File: src/rtl/scmp_bus_pak.sv
// Shared definitions for SC/MP bus-side blocks.
//   bus_state_t : bus target cycle states
//   FLAG_IX_*   : bit positions of {F_H, F_D, F_I, F_R} within cyc_flags
//   page_sel()  : masked A15..A12 page compare
package scmp_bus_pak;

  typedef enum logic [2:0] {
    IDLE,
    ADDR,
    RD_WAIT,
    RD_DRIVE,
    WR_WAIT,
    WR_END
  } bus_state_t;

  localparam int FLAG_IX_R = 0;
  localparam int FLAG_IX_I = 1;
  localparam int FLAG_IX_D = 2;
  localparam int FLAG_IX_H = 3;

  // A mask bit of 1 means that page bit must equal the match bit.
  function automatic logic page_sel(input logic [3:0] page,
                                    input logic [3:0] match,
                                    input logic [3:0] mask);
    return ((page ^ match) & mask) == 4'h0;
  endfunction

endpackage

File: src/rtl/reg8.sv
// Eight-bit register with load enable and synchronous active-low reset.
//   clk, rst_n : clock, synchronous active-low reset (clears q)
//   en         : load d into q on the rising edge
//   d, q       : data in / registered data out
module reg8 (
  input  logic       clk,
  input  logic       rst_n,
  input  logic       en,
  input  logic [7:0] d,
  output logic [7:0] q
);

  always_ff @(posedge clk) begin
    if (!rst_n)  q <= 8'h00;
    else if (en) q <= d;
  end

endmodule

File: src/rtl/scmp_bus_target.sv
// SC/MP bus target: decodes the CPU address phase against a masked page,
// turns CPU read/write strobes into a local memory request/acknowledge
// handshake, and stretches the CPU strobe with hold_n until memory answers.
//   clk, rst_n            : clock, synchronous active-low reset
//   addr, D_i             : CPU A11..A0 and data bus ({flags, A15..A12} in ADS_n)
//   ADS_n, RD_n, WR_n     : CPU strobes, active-low
//   D_o, D_oe             : read data to the CPU and its drive enable
//   hold_n                : 0 stretches the current CPU strobe
//   cyc_flags             : {F_H, F_D, F_I, F_R} of the last address phase
//   mem_*                 : local memory request side
module scmp_bus_target
  import scmp_bus_pak::*;
#(
  parameter logic [3:0] PAGE_MATCH = 4'h0,
  parameter logic [3:0] PAGE_MASK  = 4'hF
) (
  input  logic        clk,
  input  logic        rst_n,
  input  logic [11:0] addr,
  input  logic [7:0]  D_i,
  input  logic        ADS_n,
  input  logic        RD_n,
  input  logic        WR_n,
  output logic [7:0]  D_o,
  output logic        D_oe,
  output logic        hold_n,
  output logic [3:0]  cyc_flags,
  output logic [15:0] mem_addr,
  output logic [7:0]  mem_wdata,
  output logic        mem_req,
  output logic        mem_we,
  input  logic        mem_ack,
  input  logic [7:0]  mem_rdata
);

  bus_state_t  state, state_n;
  logic        sel, sel_n;
  logic        d_oe_q, d_oe_n;
  logic        hold_n_n;
  logic [3:0]  cyc_flags_n;
  logic [15:0] mem_addr_n;
  logic [7:0]  mem_wdata_n;
  logic        mem_req_n, mem_we_n;
  logic        ads_take;
  logic        load_rd;

  // NOTE: every next-value is defaulted to its current value before the case,
  // so no path through this block leaves a signal unassigned (no latches).
  always_comb begin
    state_n     = state;
    sel_n       = sel;
    d_oe_n      = d_oe_q;
    hold_n_n    = hold_n;
    cyc_flags_n = cyc_flags;
    mem_addr_n  = mem_addr;
    mem_wdata_n = mem_wdata;
    mem_req_n   = mem_req;
    mem_we_n    = mem_we;
    ads_take    = 1'b0;
    load_rd     = 1'b0;

    case (state)
      IDLE: ads_take = !ADS_n;

      ADDR: begin
        if (!sel) begin
          state_n = IDLE;
        end else if (!RD_n) begin
          // Read wins when both strobes are low.
          mem_req_n = 1'b1;
          mem_we_n  = 1'b0;
          hold_n_n  = 1'b0;
          state_n   = RD_WAIT;
        end else if (!WR_n) begin
          mem_wdata_n = D_i;
          mem_req_n   = 1'b1;
          mem_we_n    = 1'b1;
          hold_n_n    = 1'b0;
          state_n     = WR_WAIT;
        end
      end

      // ADS_n is ignored here: the outstanding request always completes.
      RD_WAIT: begin
        if (mem_ack) begin
          load_rd   = 1'b1;
          mem_req_n = 1'b0;
          hold_n_n  = 1'b1;
          d_oe_n    = 1'b1;
          state_n   = RD_DRIVE;
        end
      end

      RD_DRIVE: begin
        if (!ADS_n) begin
          ads_take = 1'b1;
        end else if (RD_n) begin
          d_oe_n  = 1'b0;
          state_n = IDLE;
        end
      end

      WR_WAIT: begin
        if (mem_ack) begin
          mem_req_n = 1'b0;
          mem_we_n  = 1'b0;
          hold_n_n  = 1'b1;
          state_n   = WR_END;
        end
      end

      WR_END: begin
        if (!ADS_n)    ads_take = 1'b1;
        else if (WR_n) state_n  = IDLE;
      end

      default: state_n = IDLE;
    endcase

    // Address phase: shared by every state that accepts a new cycle.
    if (ads_take) begin
      mem_addr_n             = {D_i[3:0], addr};
      cyc_flags_n[FLAG_IX_R] = D_i[4];
      cyc_flags_n[FLAG_IX_I] = D_i[5];
      cyc_flags_n[FLAG_IX_D] = D_i[6];
      cyc_flags_n[FLAG_IX_H] = D_i[7];
      sel_n                  = page_sel(D_i[3:0], PAGE_MATCH, PAGE_MASK);
      d_oe_n                 = 1'b0;
      state_n                = ADDR;
    end
  end

  // NOTE: sequential state uses non-blocking assignments so every register
  // samples the pre-edge values, independent of statement order.
  always_ff @(posedge clk) begin
    if (!rst_n) begin
      state     <= IDLE;
      sel       <= 1'b0;
      d_oe_q    <= 1'b0;
      hold_n    <= 1'b1;
      cyc_flags <= 4'h0;
      mem_addr  <= 16'h0000;
      mem_wdata <= 8'h00;
      mem_req   <= 1'b0;
      mem_we    <= 1'b0;
    end else begin
      state     <= state_n;
      sel       <= sel_n;
      d_oe_q    <= d_oe_n;
      hold_n    <= hold_n_n;
      cyc_flags <= cyc_flags_n;
      mem_addr  <= mem_addr_n;
      mem_wdata <= mem_wdata_n;
      mem_req   <= mem_req_n;
      mem_we    <= mem_we_n;
    end
  end

  reg8 u_rd_data (
    .clk   (clk),
    .rst_n (rst_n),
    .en    (load_rd),
    .d     (mem_rdata),
    .q     (D_o)
  );

  // Gating with WR_n guarantees the target never fights a CPU write.
  assign D_oe = d_oe_q & WR_n;

endmodule

File: config.mk
export PLATFORM = sky130hd
export DESIGN_NAME = scmp_bus_target
export DESIGN_NICKNAME = d
export VERILOG_FILES = /design/src/rtl/scmp_bus_pak.sv /design/src/rtl/reg8.sv /design/src/rtl/scmp_bus_target.sv
export SDC_FILE = /design/constraint.sdc
export NUM_CORES = 1
export LEC_CHECK = 0
export ABC_CLOCK_PERIOD_IN_PS = 4900
export BUFFER_PORTS_ARGS = -buffer_cell sky130_fd_sc_hd__buf_4
export CELL_PAD_IN_SITES_DETAIL_PLACEMENT = 1
export CELL_PAD_IN_SITES_GLOBAL_PLACEMENT = 1
export CORE_UTILIZATION = 39
export CTS_CLUSTER_DIAMETER = 150
export DETAILED_ROUTE_END_ITERATION = 8
export PLACE_DENSITY = 0.92
export SETUP_SLACK_MARGIN = 0.15
export SLEW_MARGIN = 5
export SYNTH_ARGS = -nofsm -noshare
export SYNTH_HDL_FRONTEND = slang
export SYNTH_SLANG_ARGS = --single-unit
File: constraint.sdc
create_clock -name clk -period 4.9 [get_ports clk]
set_clock_uncertainty 0.15 [all_clocks]
set_input_delay 0.245 -clock clk [delete_from_list [all_inputs] [get_ports clk]]
set_output_delay 0.245 -clock clk [all_outputs]
set_load 0.02 [all_outputs]
==> metrics.csv <==
metric;value;unit
Final min period;2.398;ns
gpl congestion;0.8133;
placed cell area;2512;sq um
Main synth FF type;dfxtp_1;
largest net degree at the start of global routing;47;
outcome;completed;
Ports;74;
Worst setup SP type;flop;
total grt overflow;0;
Max Root-Sink Buffers;2;
CP Data Required Time;4.92;ns
vias in the first global route;1595;
DRT Pass-1 Iters;4;
post-synth top area share;0.4459;
area leader, netlist;dfxtp_1;
initial antenna violation count;0;
Unique masters post-synth;40;
register area share after synthesis;0.4459;
peak fanout along the critical path;24;
CTS Buf Count;5;
M3 GR Usage;0.04972;
Clock Latency Late Sink;0.29;ns
final instance area;2581;sq um
layout cells sized above 1;0.3294;
most numerous cell in the Yosys netlist;dfxtp_1;
Setup TNS;0;ns
Chip Width;73.18;um
GR Util met2;0.3323;
crit path capture type;flop;
GR Util met1;0.2296;
# hold bufs at CTS;0;
Max Cap Violations;0;
Switching Fraction;0.2589;
Peak VDD IR;0.1704;mV
CTS Root Cell;clkbuf_8;
critical path type;flop to flop;
Synth area leaders;dfxtp_1, mux2i_1, nor2b_1;
IO buf count;73;
# setup viols final;0;
Syn Inst Count;187;
Die Ht;73.18;um
# resized after CTS;0;
dpl hpwl;3473;um
area growth from synthesis to layout;30.65;%
Worst-path clk slew;0.08;ns
FILL cells;556;
Slew @ Worst Pin;1.026;ns
fmax;417.1;MHz
total power;0.7106;mW
reg-to-reg slack, setup;2.50;ns
H-tree levels;2;
Slew Viols, Final;0;
Post-Syn Area;1976;sq um
PwrDens;275.3;nW/um^2
via count;1597;
clock tree sinks;44;
post-route setup slack;2.502;ns
clock power share;0.287;
syn_nets;221;
DR DRC count;0;
unrepaired setup endpoints after global routing;no;
Max transition margin;0.3163;
Ys Warns;0;
Avg WL per Cell;15.34;um
GRT Max-Usage Layer;met2;
Post CTS Setup Buffer Count;0;
first-pass GRT wire length;7734;um
#FFs+latches synth;44;
all-layer global routing usage;0.1941;
std cell rows;25;
die footprint;5355;sq um
Lkg Pwr;1.211;nW
Synth Area per Inst;10.56;sq um
fin crit share;0.4893;
part of the power in registers;0.540;
fin nets;288;
WHS;0.06432;ns
Initial Utilization;0.4128;
DP Worst Slack;2.520;ns
detailed router's first-iteration violation count;57;
core area;4786;sq um
FFs w/ async S/R, synth;0;
n_diodes;0;
Routed Antenna Nets;0;
Final Hold Vio Count;0;
hold crit path type;input pin to flop;
P_int;0.5266;mW
Switch Pwr;0.1840;mW
combinational share of power;0.173;
routed wire length;4893;um
CP arrival;2.42;ns
Vias per Instance;5.006;
most frequent cells after synthesis;dfxtp_1, mux2i_1, nor2b_1, nor2_1;
number of synthesized flops with an enable pin;0;
CTS tree;done;
[path summary, 6_finish.rpt]
check / start / end / cells after the start
hold reg to reg: mem_req / mem_req / 2
hold / removal: addr[6] / mem_addr[6] / 3
setup / recovery: state[1] / cyc_flags[0] / 4
setup reg to reg: state[1] / cyc_flags[0] / 4
[stage by stage]
stage | instances | utilization
after floorplan | 187 | -
after global placement | 314 | 0.5250
after detailed placement | 314 | 0.5250
after CTS | 319 | 0.5393
after global routing | 319 | 0.5393
final | 319 | 0.5393
[per-layer routing]
layer	vias up	part of all wire
li1	769	-
met1	781	0.42
met2	41	0.51
met3	6	0.047
met4	0	0.018
met5	-	0
[sequential cells by signal, indices dropped and copies added, names as in the netlist]
signal and flops:
mem_addr 16, mem_wdata 8, u_rd_data.q 8, cyc_flags 4
state 3, d_oe_q 1, hold_n 1, mem_req 1
mem_we 1, sel 1
[cells in the final DEF (no fill, tap or decap), types with 3 or more instances in the layout]
| cell type | netlist | layout |
|---|---|---|
| dfxtp_1 | 44 | 44 |
| mux2i_1 | 39 | 39 |
| nand3_1 | 3 | 3 |
| nor2_1 | 6 | 6 |
| inv_1 | 3 | 3 |
| nor2b_1 | 38 | 38 |
| clkbuf_8 | 0 | 5 |
| nand2_1 | 5 | 5 |
| a21oi_1 | 4 | 4 |
| buf_4 | 2 | 73 |
[area by class of cell]
cell class / instances / area [sq um] / share of cell area
Inverter: 3 / 11.26 / 0.004363
Tap cell: 67 / 83.83 / 0.03248
Sequential cell: 44 / 880.8 / 0.3413
Clock buffer: 5 / 68.82 / 0.02666
Multi-Input combinational cell: 127 / 988.4 / 0.3829
Timing Repair Buffer: 73 / 548.0 / 0.2123
[critical path, stage by stage, from the launching register on]
cell and delay (ns):
dfxtp_1 0.69, nor2_1 0.16, a31oi_4 0.86, mux2i_1 0.32
nor2b_1 0.08
[power groups by stage]
| stage | logic, mW | registers [mW] | clock network (mW) |
|---|---|---|---|
| 3_3_place_gp | 0.119 | 0.391 | 0 |
| 6_report | 0.123 | 0.383 | 0.204 |
| 4_1_cts | 0.124 | 0.383 | 0.211 |
| 2_1_floorplan | 0.0594 | 0.405 | 0 |
| 5_1_grt | 0.132 | 0.385 | 0.223 |
| 3_5_place_dp | 0.124 | 0.391 | 0 |
[cell families (layout without fill, tap and decap cells)]
logic type / after synthesis / after routing / synth area share
compound gates: 18 / 18 / 0.07284
mux: 39 / 39 / 0.1976
flops: 44 / 44 / 0.4458
xor+xnor: 1 / 1 / 0.004434
buf+inv: 16 / 81 / 0.05383
simple gates: 69 / 69 / 0.2255
No activity file was read; power rests on OpenSTA's default activity.
